===== config.mk =====
export PLATFORM = sky130hd
export DESIGN_NAME = bta_operand_loader_flat
export DESIGN_NICKNAME = d
export VERILOG_FILES = /design/src/rtl/bta_operand_loader_if.sv /design/src/rtl/bta_operand_loader.sv /design/src/flat_wrapper.sv
export SDC_FILE = /design/constraint.sdc
export NUM_CORES = 1
export LEC_CHECK = 0
export CAP_MARGIN = 10
export CORE_UTILIZATION = 47
export CTS_CLUSTER_SIZE = 40
export DETAILED_ROUTE_END_ITERATION = 12
export GPL_TIMING_DRIVEN = 0
export PLACE_DENSITY_LB_ADDON = 0.1
export SLEW_MARGIN = 25
export SYNTH_ARGS = -nofsm -noshare
export SYNTH_HDL_FRONTEND = slang
export SYNTH_SLANG_ARGS = --single-unit

===== constraint.sdc =====
create_clock -name clk -period 3 [get_ports clk]
set_clock_uncertainty 0.1 [all_clocks]
set_input_delay 0.45 -clock clk [delete_from_list [all_inputs] [get_ports clk]]
set_output_delay 0.45 -clock clk [all_outputs]
set_load 0.01 [all_outputs]

===== src/rtl/bta_operand_loader_if.sv =====
// Signal bundle between the operand loader, the stream source, the tree adder and the result sink.
// The master modport is the loader's view; the slave modport is the surrounding environment's view.
interface bta_operand_loader_if #(
  parameter int N = 32,
  parameter int M = 16
);
  localparam int SW = M + $clog2(N);

  logic          in_valid;
  logic          in_ready;
  logic [M-1:0]  in_data;
  logic [M-1:0]  op_a, op_b, op_c, op_d, op_e, op_f, op_g, op_h;
  logic          op_cin;
  logic          op_valid;
  logic [SW-1:0] sum_in;
  logic          res_valid;
  logic          res_ready;
  logic [SW-1:0] res_data;

  modport master (
    input  in_valid, in_data, sum_in, res_ready,
    output in_ready, op_a, op_b, op_c, op_d, op_e, op_f, op_g, op_h,
           op_cin, op_valid, res_valid, res_data
  );

  modport slave (
    output in_valid, in_data, sum_in, res_ready,
    input  in_ready, op_a, op_b, op_c, op_d, op_e, op_f, op_g, op_h,
           op_cin, op_valid, res_valid, res_data
  );
endinterface


===== src/rtl/bta_operand_loader.sv =====
// Packs eight serially streamed operands into parallel registers for the tree adder,
// waits out the adder's fixed latency, and hands the captured sum downstream.
module bta_operand_loader #(
  parameter int N   = 32,
  parameter int M   = 16,
  parameter int LAT = 2
) (
  input logic                clk,
  input logic                rst,
  bta_operand_loader_if.master bus
);
  localparam int SW = M + $clog2(N);
  localparam logic [3:0] WAIT_INIT = 4'(LAT - 1);

  typedef enum logic [1:0] {FILL, ISSUE, WAIT, HOLD} state_t;

  state_t        state_q;
  logic [2:0]    slot_q;
  logic [3:0]    wait_q;
  logic [M-1:0]  ops_q [8];
  logic [SW-1:0] res_data_q;
  logic          op_valid_q;
  logic          res_valid_q;
  logic          in_ready_q;

  assign bus.op_a      = ops_q[0];
  assign bus.op_b      = ops_q[1];
  assign bus.op_c      = ops_q[2];
  assign bus.op_d      = ops_q[3];
  assign bus.op_e      = ops_q[4];
  assign bus.op_f      = ops_q[5];
  assign bus.op_g      = ops_q[6];
  assign bus.op_h      = ops_q[7];
  assign bus.op_cin    = 1'b0;
  assign bus.op_valid  = op_valid_q;
  assign bus.in_ready  = in_ready_q;
  assign bus.res_valid = res_valid_q;
  assign bus.res_data  = res_data_q;

  always_ff @(posedge clk) begin
    if (rst) begin
      state_q     <= FILL;
      slot_q      <= '0;
      wait_q      <= '0;
      for (int i = 0; i < 8; i++) ops_q[i] <= '0;
      res_data_q  <= '0;
      op_valid_q  <= 1'b0;
      res_valid_q <= 1'b0;
      in_ready_q  <= 1'b1;
    end else begin
      op_valid_q <= 1'b0;
      unique case (state_q)
        FILL: begin
          // slot_q wraps 7 -> 0 on its own, leaving it ready for the next batch
          if (bus.in_valid) begin
            ops_q[slot_q] <= bus.in_data;
            slot_q        <= slot_q + 3'd1;
            if (slot_q == 3'd7) begin
              state_q    <= ISSUE;
              op_valid_q <= 1'b1;
              in_ready_q <= 1'b0;
            end
          end
        end
        ISSUE: begin
          state_q <= WAIT;
          wait_q  <= WAIT_INIT;
        end
        WAIT: begin
          if (wait_q == 4'd0) begin
            res_data_q  <= bus.sum_in;
            res_valid_q <= 1'b1;
            state_q     <= HOLD;
          end else begin
            wait_q <= wait_q - 4'd1;
          end
        end
        HOLD: begin
          // in_ready rises the cycle after the handshake, so no operand is taken in it
          if (bus.res_ready) begin
            res_valid_q <= 1'b0;
            in_ready_q  <= 1'b1;
            state_q     <= FILL;
          end
        end
        default: state_q <= FILL;
      endcase
    end
  end
endmodule


===== src/flat_wrapper.sv =====
// flat-port wrapper written by rule: the top's interface ports become plain ports
module bta_operand_loader_flat 
#(
  parameter int N   = 32,
  parameter int M   = 16,
  parameter int LAT = 2
)
  (clk, rst, bus_in_valid, bus_in_data, bus_sum_in, bus_res_ready, bus_in_ready, bus_op_a, bus_op_b, bus_op_c, bus_op_d, bus_op_e, bus_op_f, bus_op_g, bus_op_h, bus_op_cin, bus_op_valid, bus_res_valid, bus_res_data);
  bta_operand_loader_if #(.N(N), .M(M)) bus_i ();
  input logic clk;
  input logic rst;
  input wire logic [$bits(bus_i.in_valid)-1:0] bus_in_valid;
  input wire logic [$bits(bus_i.in_data)-1:0] bus_in_data;
  input wire logic [$bits(bus_i.sum_in)-1:0] bus_sum_in;
  input wire logic [$bits(bus_i.res_ready)-1:0] bus_res_ready;
  output wire logic [$bits(bus_i.in_ready)-1:0] bus_in_ready;
  output wire logic [$bits(bus_i.op_a)-1:0] bus_op_a;
  output wire logic [$bits(bus_i.op_b)-1:0] bus_op_b;
  output wire logic [$bits(bus_i.op_c)-1:0] bus_op_c;
  output wire logic [$bits(bus_i.op_d)-1:0] bus_op_d;
  output wire logic [$bits(bus_i.op_e)-1:0] bus_op_e;
  output wire logic [$bits(bus_i.op_f)-1:0] bus_op_f;
  output wire logic [$bits(bus_i.op_g)-1:0] bus_op_g;
  output wire logic [$bits(bus_i.op_h)-1:0] bus_op_h;
  output wire logic [$bits(bus_i.op_cin)-1:0] bus_op_cin;
  output wire logic [$bits(bus_i.op_valid)-1:0] bus_op_valid;
  output wire logic [$bits(bus_i.res_valid)-1:0] bus_res_valid;
  output wire logic [$bits(bus_i.res_data)-1:0] bus_res_data;
  assign bus_i.in_valid = bus_in_valid;
  assign bus_i.in_data = bus_in_data;
  assign bus_i.sum_in = bus_sum_in;
  assign bus_i.res_ready = bus_res_ready;
  assign bus_in_ready = bus_i.in_ready;
  assign bus_op_a = bus_i.op_a;
  assign bus_op_b = bus_i.op_b;
  assign bus_op_c = bus_i.op_c;
  assign bus_op_d = bus_i.op_d;
  assign bus_op_e = bus_i.op_e;
  assign bus_op_f = bus_i.op_f;
  assign bus_op_g = bus_i.op_g;
  assign bus_op_h = bus_i.op_h;
  assign bus_op_cin = bus_i.op_cin;
  assign bus_op_valid = bus_i.op_valid;
  assign bus_res_valid = bus_i.res_valid;
  assign bus_res_data = bus_i.res_data;
  bta_operand_loader #(.N(N), .M(M), .LAT(LAT)) u_core (.clk(clk), .rst(rst), .bus(bus_i));
endmodule

Word level (Yosys, flattened, before mapping)
Memory sizes are Yosys's and may differ from the RTL's.
Index checks and enable logic that the tools add are counted.
{"block": "word_totals", "reg_bits": 33, "latch_bits": 0, "ram_bits": 128, "rom_bits": 0, "inputBits": 41, "out_inout_bits": 153, "elab_cells": 58, "n_memories": 1}
{"memory": "u_core.ops_q", "depth": 8, "word_bits": 16, "rd": 8, "rd_clocked_by_memory_dff": 0, "write_ports": 8, "line_no": "bta_operand_loader.sv:20", "rtl": "logic [M-1:0] ops_q [8];"}
{"block": "op_classes", "add_sub_neg": 2, "n_mul": 0, "div": 0, "n_lt_le_gt_ge": 0, "eq_ne": 9, "shifts": 0, "muxes": 24, "n_bitwise": 2, "n_reduce_logical": 13}
{"cell": "two-way mux 16 bit", "n": 1}
{"cell": "OR reduction 16 bit", "n": 1}
{"cell": "two-way mux 1 bit", "n": 13}
{"cell": "two-way mux 2 bit", "n": 4}
{"cell": "one-hot mux 2 bit (4 select lines)", "n": 1}
{"cell": "one-hot mux 4 bit (2 select lines)", "n": 1}
{"cell": "AND reduction 4 bit", "n": 2}
{"cell": "!= test 2 bit (second input constant)", "n": 3}
{"cell": "AND reduction 2 bit", "n": 3}
{"cell": "nonzero test 2 bit", "n": 3}
{"cell": "equality test 2 bit (second input constant)", "n": 2}
{"cell": "zero test 4 bit", "n": 1}
{"cell": "two-way mux 4 bit", "n": 1}
{"cell": "!= test 2 x 1 -> 1 bit (second input constant)", "n": 2}
{"cell": "one-hot mux 1 bit (2 select lines)", "n": 2}
{"cell": "subtractor 4 x 1 -> 4 bit (second input constant)", "n": 1}
{"cell": "adder 3 x 1 -> 3 bit (second input constant)", "n": 1}
{"cell": "equality test 3 bit (second input constant)", "n": 1}
{"cell": "two-way mux 3 bit", "n": 1}
{"cell": "AND reduction 3 bit", "n": 1}
{"cell": "OR reduction 3 bit", "n": 1}
{"cell": "equality test 2 x 1 -> 1 bit (second input constant)", "n": 1}
{"cell": "zero test 2 bit", "n": 1}
{"cell": "inverter 1 bit", "n": 2}

Depth between registers and ports, before layout
Gate-level depths: netlist of the first run.
{"block": "depth", "word_depth": 6, "mapped_depth": 7, "depth_no_buf": 5}

Worst setup path before layout of the first run
Ideal clock, no wire load.
{"block": "synth_path", "path_kind": "register to register", "start": "register u_core.state_q[0]", "end": "memory u_core.ops_q[5][0], enable pin", "setup_ps": 411, "t_arrival_ps": 2241, "t_required_ps": 2489, "setup_slack_ps": 248, "path_stages_with_launch": 6, "path_buffers": 1, "synth_period_minus_slack_ps": 2752, "path_cell_list": "dfxtp_1 inv_1 ha_1 buf_2 nand4bb_4 o21ai_0"}
{"item": "from (decl)", "line_no": "bta_operand_loader.sv:17", "rtl": "state_t state_q;"}
{"item": "from (signal assigned)", "line_no": "bta_operand_loader.sv:42", "rtl": "state_q <= FILL;"}
{"item": "from (signal assigned)", "line_no": "bta_operand_loader.sv:59", "rtl": "state_q <= ISSUE;"}
{"item": "from (signal assigned)", "line_no": "bta_operand_loader.sv:66", "rtl": "state_q <= WAIT;"}
{"item": "to (decl)", "line_no": "bta_operand_loader.sv:20"}

==> results of run 1 <==
==> kinds of logic (layout without fill, tap and decap cells) <==
group                    Yosys count  after routing
XOR/XNOR                           1              1
flip-flops                       161            161
AO/OA/AOI/OAI                     45             45
adder cells (fa/ha/maj)            9              9
buffers and inverters             29            258
other                              1              1
AND/OR/NAND/NOR                  208            208
multiplexers                       1              1
==> per-layer routing <==
metal / track usage / vias up / routed length [microns] / part of all wire
met5: 0 / - / 0 / 0
met2: 0.3640 / 155 / 7176 / 0.52
li1: - / 2003 / - / -
met4: 0.1034 / 0 / 404 / 0.029
met3: 0.05378 / 29 / 740 / 0.053
met1: 0.2378 / 1907 / 5564 / 0.40
==> critical path: stages (launching register included) <==
cell and delay [ns]:
dfxtp_1 0.35, inv_1 0.12, ha_1 0.14, buf_2 0.25
nand4bb_4 0.28, nor3_4 0.37, or2_2 0.44
==> sequential cells by signal (all words and copies together), names as in the netlist <==
register	count
u_core.bus.op_valid	1
u_core.ops_q	128
u_core.bus.in_ready	1
u_core.bus.res_data	21
u_core.wait_q	4
u_core.slot_q	3
u_core.state_q	2
u_core.bus.res_valid	1
==> final cells by class <==
| class | count | area (sq um) |
|---|---|---|
| plain buffers | 20 | 101.3 |
| clock buffers | 21 | 440.4 |
| clock inverters | 10 | 70.07 |
| fillers | 907 | 3827 |
| inverters | 9 | 33.78 |
| multi-input cells | 265 | 1694 |
| flip-flops and latches | 161 | 4504 |
| well taps | 172 | 215.2 |
| repair buffers | 198 | 1989 |
==> report_power, final <==
group / internal, W / switching (W) / total (W)
Clock: 0.00111 / 0.000778 / 0.00189
Sequential: 0.00249 / 0.0000308 / 0.00252
Combinational: 0.000212 / 0.000187 / 0.000400
==> worst paths after layout <==
check	slack (ns)	start	endpoint	cells past startpoint
setup reg to reg	0.59	u_core.state_q[0]$_SDFFE_PP0P_	u_core.ops_q[0][13]$_SDFFCE_PN0P_	6
hold / removal	0.35	u_core.bus.res_data[8]$_SDFFE_PP0P_	u_core.bus.res_data[8]$_SDFFE_PP0P_	2
hold reg to reg	0.35	u_core.bus.res_data[8]$_SDFFE_PP0P_	u_core.bus.res_data[8]$_SDFFE_PP0P_	2
setup / recovery	0.59	u_core.state_q[0]$_SDFFE_PP0P_	u_core.ops_q[0][13]$_SDFFCE_PN0P_	6
==> metrics by stage <==
step / instances / worst slack [ns] / util
3_3_place_gp: 819 / -0.8245 / 0.6561
6_report: 856 / 0.5877 / 0.7028
3_5_place_dp: 825 / 0.2583 / 0.6631
2_1_floorplan: 455 / 0.2477 / -
5_1_grt: 856 / 0.4661 / 0.7028
4_1_cts: 856 / 0.5519 / 0.7028
==> cell usage in the layout (no fill, tap or decap), types with 3 or more instances in the layout <==
cell type	netlist	routed
clkdlybuf4s50_1	0	192
and2_1	128	128
edfxtp_1	128	128
nand2_1	50	50
dfxtp_1	33	33
a21oi_1	26	26
clkbuf_16	0	17
buf_2	12	12
clkbuf_1	6	10
inv_1	9	9
ha_1	9	9
buf_6	1	7
o21ai_2	0	6
clkinv_2	0	5
o21ai_0	10	4
clkinv_1	0	4
or2_2	3	3
nor2_2	3	3
nor2_4	3	3
nor2_1	3	3
==> flow_summary.json, run 1 <==
{
  "fp.dieW_microns": 117.9,
  "core_sq_um": 12880,
  "hold_buffers": 0,
  "cts_resized": 0,
  "synth_flop_cell": "edfxtp_1",
  "syn2layout_area_growth_pct": 43.38,
  "power_w": 0.004815,
  "cp_max_fo": 16,
  "drt-pass1-iter-count": 4,
  "avgSynthCellArea_sq_um": 13.87,
  "start_util": 0.4901,
  "die-area_sq_um": 13900,
  "grt_use_total": 0.2091,
  "drive_gt1_frac": 0.09649,
  "fin_area_sq_um": 9049,
  "synth_edf_count": 128,
  "antenna_found_initial": 0,
  "rows": 41,
  "hold_path_class": "flop to flop",
  "maxSlewViolCount": 0,
  "yosysTopAreaCellShare": 0.6090,
  "portBuffers": 192,
  "synth_fp_nets": 505,
  "nets": 722,
  "root_buffer": "clkbuf_16",
  "ant_nets": 0,
  "viasPerCell": 4.783,
  "synth.area.top_cells": "edfxtp_1 61%, and2_1 13%, dfxtp_1 10%, nand2_1 3.0%, a21oi_1 2.1%",
  "synth_top_family_by_area": "simple AND/OR/NAND/NOR gates",
  "ys_warn_count": 0,
  "p_per_area_nw_per_um2": 532.1,
  "grt_overflow": 0,
  "grt_max_degree": 17,
  "hold_viol_final": 0,
  "ys_async_sr_fraction": 0,
  "wl_per_cell_microns": 16.22,
  "synth-xor-area-share": 0.001388,
  "htree_num_levels": 4,
  "worstMarginPinSlew_ns": 0.6788,
  "synth_adder_area_share": 0.01784,
  "synth_top_cell_by_area": "edfxtp_1",
  "leakagePower_nw": 3.332,
  "post-route-period-util": 0.8041,
  "ios": 194,
  "ir_worst_vdd_mv": 0.3550,
  "yosysSeqAreaShare": 0.7137,
  "clk_latency_ns": 0.42,
  "clockBufferDepth": 2,
  "worst_hold_slack_ns": 0.3522,
  "cts_buffers": 17,
  "synth-seq-cells": 161,
  "synth_compound_area_frac": 0.04362,
  "crit_path_end_kind": "flop",
  "cp.arrival_ns": 2.38,
  "cts_tree": "done",
  "setup_violations": 0,
  "period_needed_ns": 2.412,
  "start_kind": "flop",
  "synth_common_cells": "128 x and2_1, 128 x edfxtp_1, 50 x nand2_1",
  "worstPathRequired_ns": 2.97,
  "grt_pass1_wl_microns": 21670,
  "maxCapViolCount": 0,
  "synth.area.mux_share": 0.001586,
  "fin_setup_tns_ns": 0,
  "syn_inst": 455,
  "cts_sinks": 161,
  "post-cts-setup-buffer-count": 0,
  "place_area_sq_um": 8538,
  "dieHeight_microns": 117.9,
  "antenna-diode-count": 0,
  "grt_pass1_vias": 4092,
  "path_clk_slew_ns": 0.06,
  "gp_congestion": 0.7914,
  "drt_iter0_drc": 235,
  "synth_cell_types": 41,
  "drc_errors": 0,
  "syn-cell-area_sq_um": 6311,
  "synthSimpleGateAreaFrac": 0.1998,
  "fmax_ghz": 0.4145,
  "routed_wl_microns": 13890,
  "path_class": "flop to flop",
  "status": "completed",
  "vias": 4094,
  "place_hpwl_microns": 10420,
  "rsz0062_at_grt": "no",
  "slew_headroom": 0.5474
}
No activity file was read; power rests on OpenSTA's default activity.
==> run 2: changes to the inputs <==
- clock period: 3 -> 2.3 ns (I/O delays scaled with it)
==> flow_summary.json, run 2 (synthesis results as in run 1) <==
{
  "status": "completed",
  "worstPathRequired_ns": 2.29,
  "critical_path.cell_chain": "inv_1, ha_1, buf_2, nand4bb_4, nor3_4, or2_4",
  "cts_tree": "done",
  "path_class": "flop to flop",
  "antenna_found_initial": 0,
  "setup_ws_ns": 0.1383,
  "crit_path_max_incr_delay_ns": 0.34,
  "rr_endpoint": "u_core.ops_q[0][12]$_SDFFCE_PN0P_",
  "antenna-diode-count": 0,
  "maxCapViolCount": 0,
  "syn2layout_area_growth_pct": 45.56,
  "ir_worst_vdd_mv": 0.4632,
  "mostFrequentLayoutCells": "192 x clkdlybuf4s50_1, 128 x and2_1, 128 x edfxtp_1, 50 x nand2_1, 33 x dfxtp_1",
  "place_hpwl_microns": 10230,
  "place_area_sq_um": 8504,
  "vias": 4152,
  "leakagePower_nw": 3.391,
  "largest_reg_flops": 128,
  "post-route-period-util": 0.9399,
  "crit_path_end_kind": "flop",
  "fin_area_sq_um": 9186,
  "routed_wl_microns": 14130,
  "portBuffers": 192,
  "htree_num_levels": 4,
  "drc_errors": 0,
  "worstMarginPinSlew_ns": 0.7726,
  "start_util": 0.4901,
  "grt_use_total": 0.2138,
  "multi_input_area_sq_um": 1722,
  "r2r_start": "u_core.state_q[0]$_SDFFE_PP0P_",
  "cp_max_fo": 16,
  "hold_buffers": 0,
  "ff2ff_setup_slack_ns": 0.14,
  "largest_register": "u_core.ops_q",
  "grt_pass1_vias": 4148,
  "hold_viol_final": 0,
  "fp.dieW_microns": 117.9,
  "drt-pass1-iter-count": 4,
  "wl_per_cell_microns": 16.45,
  "combPwrFrac": 0.082,
  "nets": 724,
  "period_needed_ns": 2.162,
  "grt_pass1_wl_microns": 22300,
  "maxSlewViolCount": 0,
  "p_int_w": 0.005241,
  "worstSetupStartpoint": "u_core.state_q[0]$_SDFFE_PP0P_",
  "n_fill_cell": 852,
  "p_sw_w": 0.001336,
  "clockBufferDepth": 2,
  "cts_sinks": 161,
  "root_buffer": "clkbuf_16",
  "hold_path_class": "flop to flop",
  "fmax_ghz": 0.4626,
  "slew_headroom": 0.4849,
  "power_w": 0.006578,
  "start_kind": "flop",
  "grt_max_degree": 17,
  "cp.arrival_ns": 2.16,
  "dieHeight_microns": 117.9,
  "die-area_sq_um": 13900,
  "cts_buffers": 17,
  "grt_overflow": 0,
  "ios": 194,
  "final_common_cell": "clkdlybuf4s50_1",
  "clk_latency_ns": 0.41,
  "cp-endpoint": "u_core.ops_q[0][12]$_SDFFCE_PN0P_",
  "rsz0062_at_grt": "no",
  "drive_gt1_frac": 0.1048,
  "p_per_area_nw_per_um2": 716.0,
  "slowest_stage": "dfxtp_1",
  "viasPerCell": 4.834,
  "swShare": 0.2032,
  "min_from": "u_core.bus.res_data[10]$_SDFFE_PP0P_",
  "seqPwrFrac": 0.501,
  "core_sq_um": 12880,
  "drt_iter0_drc": 345,
  "worst_hold_slack_ns": 0.3509,
  "regArea_sq_um": 4504,
  "rows": 41,
  "reg2regPathDepth": 6,
  "gp_congestion": 0.8119,
  "dp_slack_ns": -0.3603,
  "post-route-util": 0.7134,
  "setup_violations": 0,
  "ant_nets": 0,
  "pwr-share-clk": 0.417,
  "path_clk_slew_ns": 0.06
}
## run 2: worst max-delay path: cells and delay by family (launching register included)
kind	cells	cell delay, ns
buffers and inverters	2	0.37
and+or+nand+nor	3	0.86
DFF	1	0.34
adders and majority gates	1	0.15
## run 2: timing repair
item / in CTS / in global routing
pin swaps: 0 / 4
hold endpoints to repair: 0 / 0
buffers inserted: 1 / 4
endpoints found under the setup margin: 80 / 64
cloned: 0 / 0
resized for setup: 3 / 2
## run 2: cell type report
cell class | count | area share
clock buffer | 25 | 0.05394
tap | 172 | 0.02343
timing repair buffer | 200 | 0.2211
multi-input combinational | 265 | 0.1874
buffer | 20 | 0.01103
sequential | 161 | 0.4903
inverter | 9 | 0.003677
clock inverter | 7 | 0.009126
## run 2: worst min path at each step
stage	cells past startpoint	end
global route	2	u_core.bus.res_data[10]$_SDFFE_PP0P_
finish	2	u_core.bus.res_data[10]$_SDFFE_PP0P_
detailed placement	2	u_core.bus.res_data[10]$_SDFFE_PP0P_
CTS	2	u_core.bus.res_data[10]$_SDFFE_PP0P_
global placement	2	u_core.bus.res_data[10]$_SDFFE_PP0P_
floorplan	1	u_core.bus.res_valid$_SDFFE_PP0P_
## run 2: metal layers
metal | GRT usage | part of all wire
met5 | 0 | 0
met4 | 0.06971 | 0.015
met3 | 0.05814 | 0.051
met2 | 0.3890 | 0.54
met1 | 0.2408 | 0.39
## run 2: power by group through the flow
stage	logic [W]	registers [W]	clock network [W]
4_1_cts	0.000528	0.00330	0.00278
5_1_grt	0.000573	0.00330	0.00290
3_3_place_gp	0.000504	0.00336	0
3_5_place_dp	0.000520	0.00336	0
2_1_floorplan	0.000108	0.00341	0
6_report	0.000539	0.00329	0.00275
## run 2: stage by stage
step / instances / TNS (ns)
finish: 859 / 0
global route: 859 / 0
CTS: 855 / -2.177
detailed placement: 822 / -23.71
global placement: 819 / -73.35
floorplan: 455 / -18.02
==> run 3: changes to the inputs <==
- CORE_UTILIZATION: 47 -> 30
==> flow_summary.json, run 3 (synthesis results as in run 1) <==
{
  "combPwrFrac": 0.083,
  "largest_reg_flops": 128,
  "post-route-period-util": 0.9361,
  "htree_num_levels": 4,
  "fin_area_sq_um": 9291,
  "grt_pass1_vias": 4239,
  "path_class": "flop to flop",
  "regArea_sq_um": 4504,
  "status": "completed",
  "maxCapViolCount": 0,
  "die-area_sq_um": 21620,
  "leakagePower_nw": 3.384,
  "worstSetupStartpoint": "u_core.state_q[1]$_SDFFE_PP0P_",
  "hold_buffers": 0,
  "fp.dieW_microns": 147.0,
  "r2r_start": "u_core.state_q[1]$_SDFFE_PP0P_",
  "multi_input_area_sq_um": 1722,
  "dieHeight_microns": 147.0,
  "fmax_ghz": 0.4645,
  "rr_endpoint": "u_core.ops_q[4][15]$_SDFFCE_PN0P_",
  "ant_nets": 0,
  "seqPwrFrac": 0.503,
  "syn2layout_area_growth_pct": 47.22,
  "drive_gt1_frac": 0.1106,
  "rows": 52,
  "mostFrequentLayoutCells": "192 x clkdlybuf4s50_1, 128 x and2_1, 128 x edfxtp_1, 50 x nand2_1, 33 x dfxtp_1",
  "grt_use_total": 0.1528,
  "dp_slack_ns": -0.4446,
  "hold_path_class": "flop to flop",
  "drc_errors": 0,
  "routed_wl_microns": 15960,
  "ff2ff_setup_slack_ns": 0.15,
  "cts_sinks": 161,
  "largest_register": "u_core.ops_q",
  "worstPathRequired_ns": 2.25,
  "swShare": 0.2238,
  "cp_max_fo": 16,
  "ios": 194,
  "start_util": 0.3089,
  "p_sw_w": 0.001465,
  "portBuffers": 192,
  "clk_latency_ns": 0.42,
  "worstMarginPinSlew_ns": 0.5401,
  "n_fill_cell": 1906,
  "path_clk_slew_ns": 0.06,
  "cts_buffers": 17,
  "final_common_cell": "clkdlybuf4s50_1",
  "period_needed_ns": 2.153,
  "cts_tree": "done",
  "root_buffer": "clkbuf_16",
  "rsz0062_at_grt": "no",
  "hold_viol_final": 0,
  "gp_congestion": 0.7766,
  "place_hpwl_microns": 11990,
  "cp.arrival_ns": 2.11,
  "cp-endpoint": "u_core.ops_q[4][15]$_SDFFCE_PN0P_",
  "viasPerCell": 4.317,
  "maxSlewViolCount": 0,
  "crit_path_end_kind": "flop",
  "start_kind": "flop",
  "drt_iter0_drc": 205,
  "wl_per_cell_microns": 16.68,
  "drt-pass1-iter-count": 4,
  "p_int_w": 0.005082,
  "place_area_sq_um": 8627,
  "core_sq_um": 20430,
  "vias": 4131,
  "post-route-util": 0.4548,
  "grt_pass1_wl_microns": 24340,
  "whs_path_depth": 2,
  "p_per_area_nw_per_um2": 704.6,
  "nets": 724,
  "grt_overflow": 0,
  "antenna_found_initial": 0,
  "setup_violations": 0,
  "reg2regPathDepth": 5,
  "ir_worst_vdd_mv": 0.4931,
  "slew_headroom": 0.6399,
  "grt_max_degree": 17,
  "antenna-diode-count": 0,
  "clockBufferDepth": 2,
  "setup_ws_ns": 0.1471,
  "pwr-share-clk": 0.414
}
run 3: cell types whose count changed in the layout (fill, tap and decap cells not counted), sizes merged:
cell,delta
bufinv,-2
clkbuf,-3
clkinv,+2
clkinvlp,+1
inv,+2
run 3: timing repair:
item                                    CTS  global route
setup buffers                             1             4
pin swaps                                 0             3
endpoints found under the hold margin     0             0
resized for setup                         3             4
endpoints found under the setup margin   80            54
run 3: power by group through the flow:
stage	clock [W]	sequential, W	combinational [W]
2_1_floorplan	0	0.00341	0.000108
3_3_place_gp	0	0.00336	0.000520
3_5_place_dp	0	0.00336	0.000534
4_1_cts	0.00277	0.00330	0.000540
5_1_grt	0.00291	0.00330	0.000579
6_report	0.00271	0.00329	0.000541
run 3: cell type report:
class | count | share of cell area
multi-input cells | 265 | 0.1853
well taps | 270 | 0.03636
clock inverters | 10 | 0.008214
repair buffers | 200 | 0.2172
inverters | 9 | 0.003636
plain buffers | 20 | 0.01104
flip-flops and latches | 161 | 0.4848
clock buffers | 22 | 0.05346
run 3: critical path: stages, from the launching register on:
cell and delay [ns]:
dfxtp_1 0.34, inv_1 0.11, ha_1 0.14, buf_2 0.24
nand4bb_4 0.31, o21ai_4 0.53
run 3: per-layer routing:
metal  vias to the layer above  routed length [microns]  GRT usage  part of all wire
met5                         -                        0          0                 0
li1                       2006                        -          -                 -
met2                       138                     7838     0.2559              0.49
met4                         0                      223    0.05309             0.014
met1                      1972                     6853     0.1854              0.43
met3                        15                     1046    0.04783             0.066
run 3: worst min-delay path by stage:
| stage | start | endpoint |
|---|---|---|
| 2_1_floorplan | bus_res_ready | u_core.bus.res_valid$_SDFFE_PP0P_ |
| 3_3_place_gp | u_core.bus.res_data[5]$_SDFFE_PP0P_ | u_core.bus.res_data[5]$_SDFFE_PP0P_ |
| 3_5_place_dp | u_core.bus.res_data[17]$_SDFFE_PP0P_ | u_core.bus.res_data[17]$_SDFFE_PP0P_ |
| 4_1_cts | bus_sum_in[0] | u_core.bus.res_data[0]$_SDFFE_PP0P_ |
| 5_1_grt | bus_sum_in[7] | u_core.bus.res_data[7]$_SDFFE_PP0P_ |
| 6_report | u_core.bus.res_data[17]$_SDFFE_PP0P_ | u_core.bus.res_data[17]$_SDFFE_PP0P_ |
run 3: through the flow:
step	cells	power, W	hold slack, ns	setup TNS, ns
floorplan	455	0.003515	0.3582	-18.02
global placement	917	0.003882	0.3416	-85.73
detailed placement	920	0.003896	0.3506	-33.99
CTS	953	0.006607	0.3509	-2.779
global route	957	0.006791	0.3599	0
finish	957	0.006547	0.3566	0
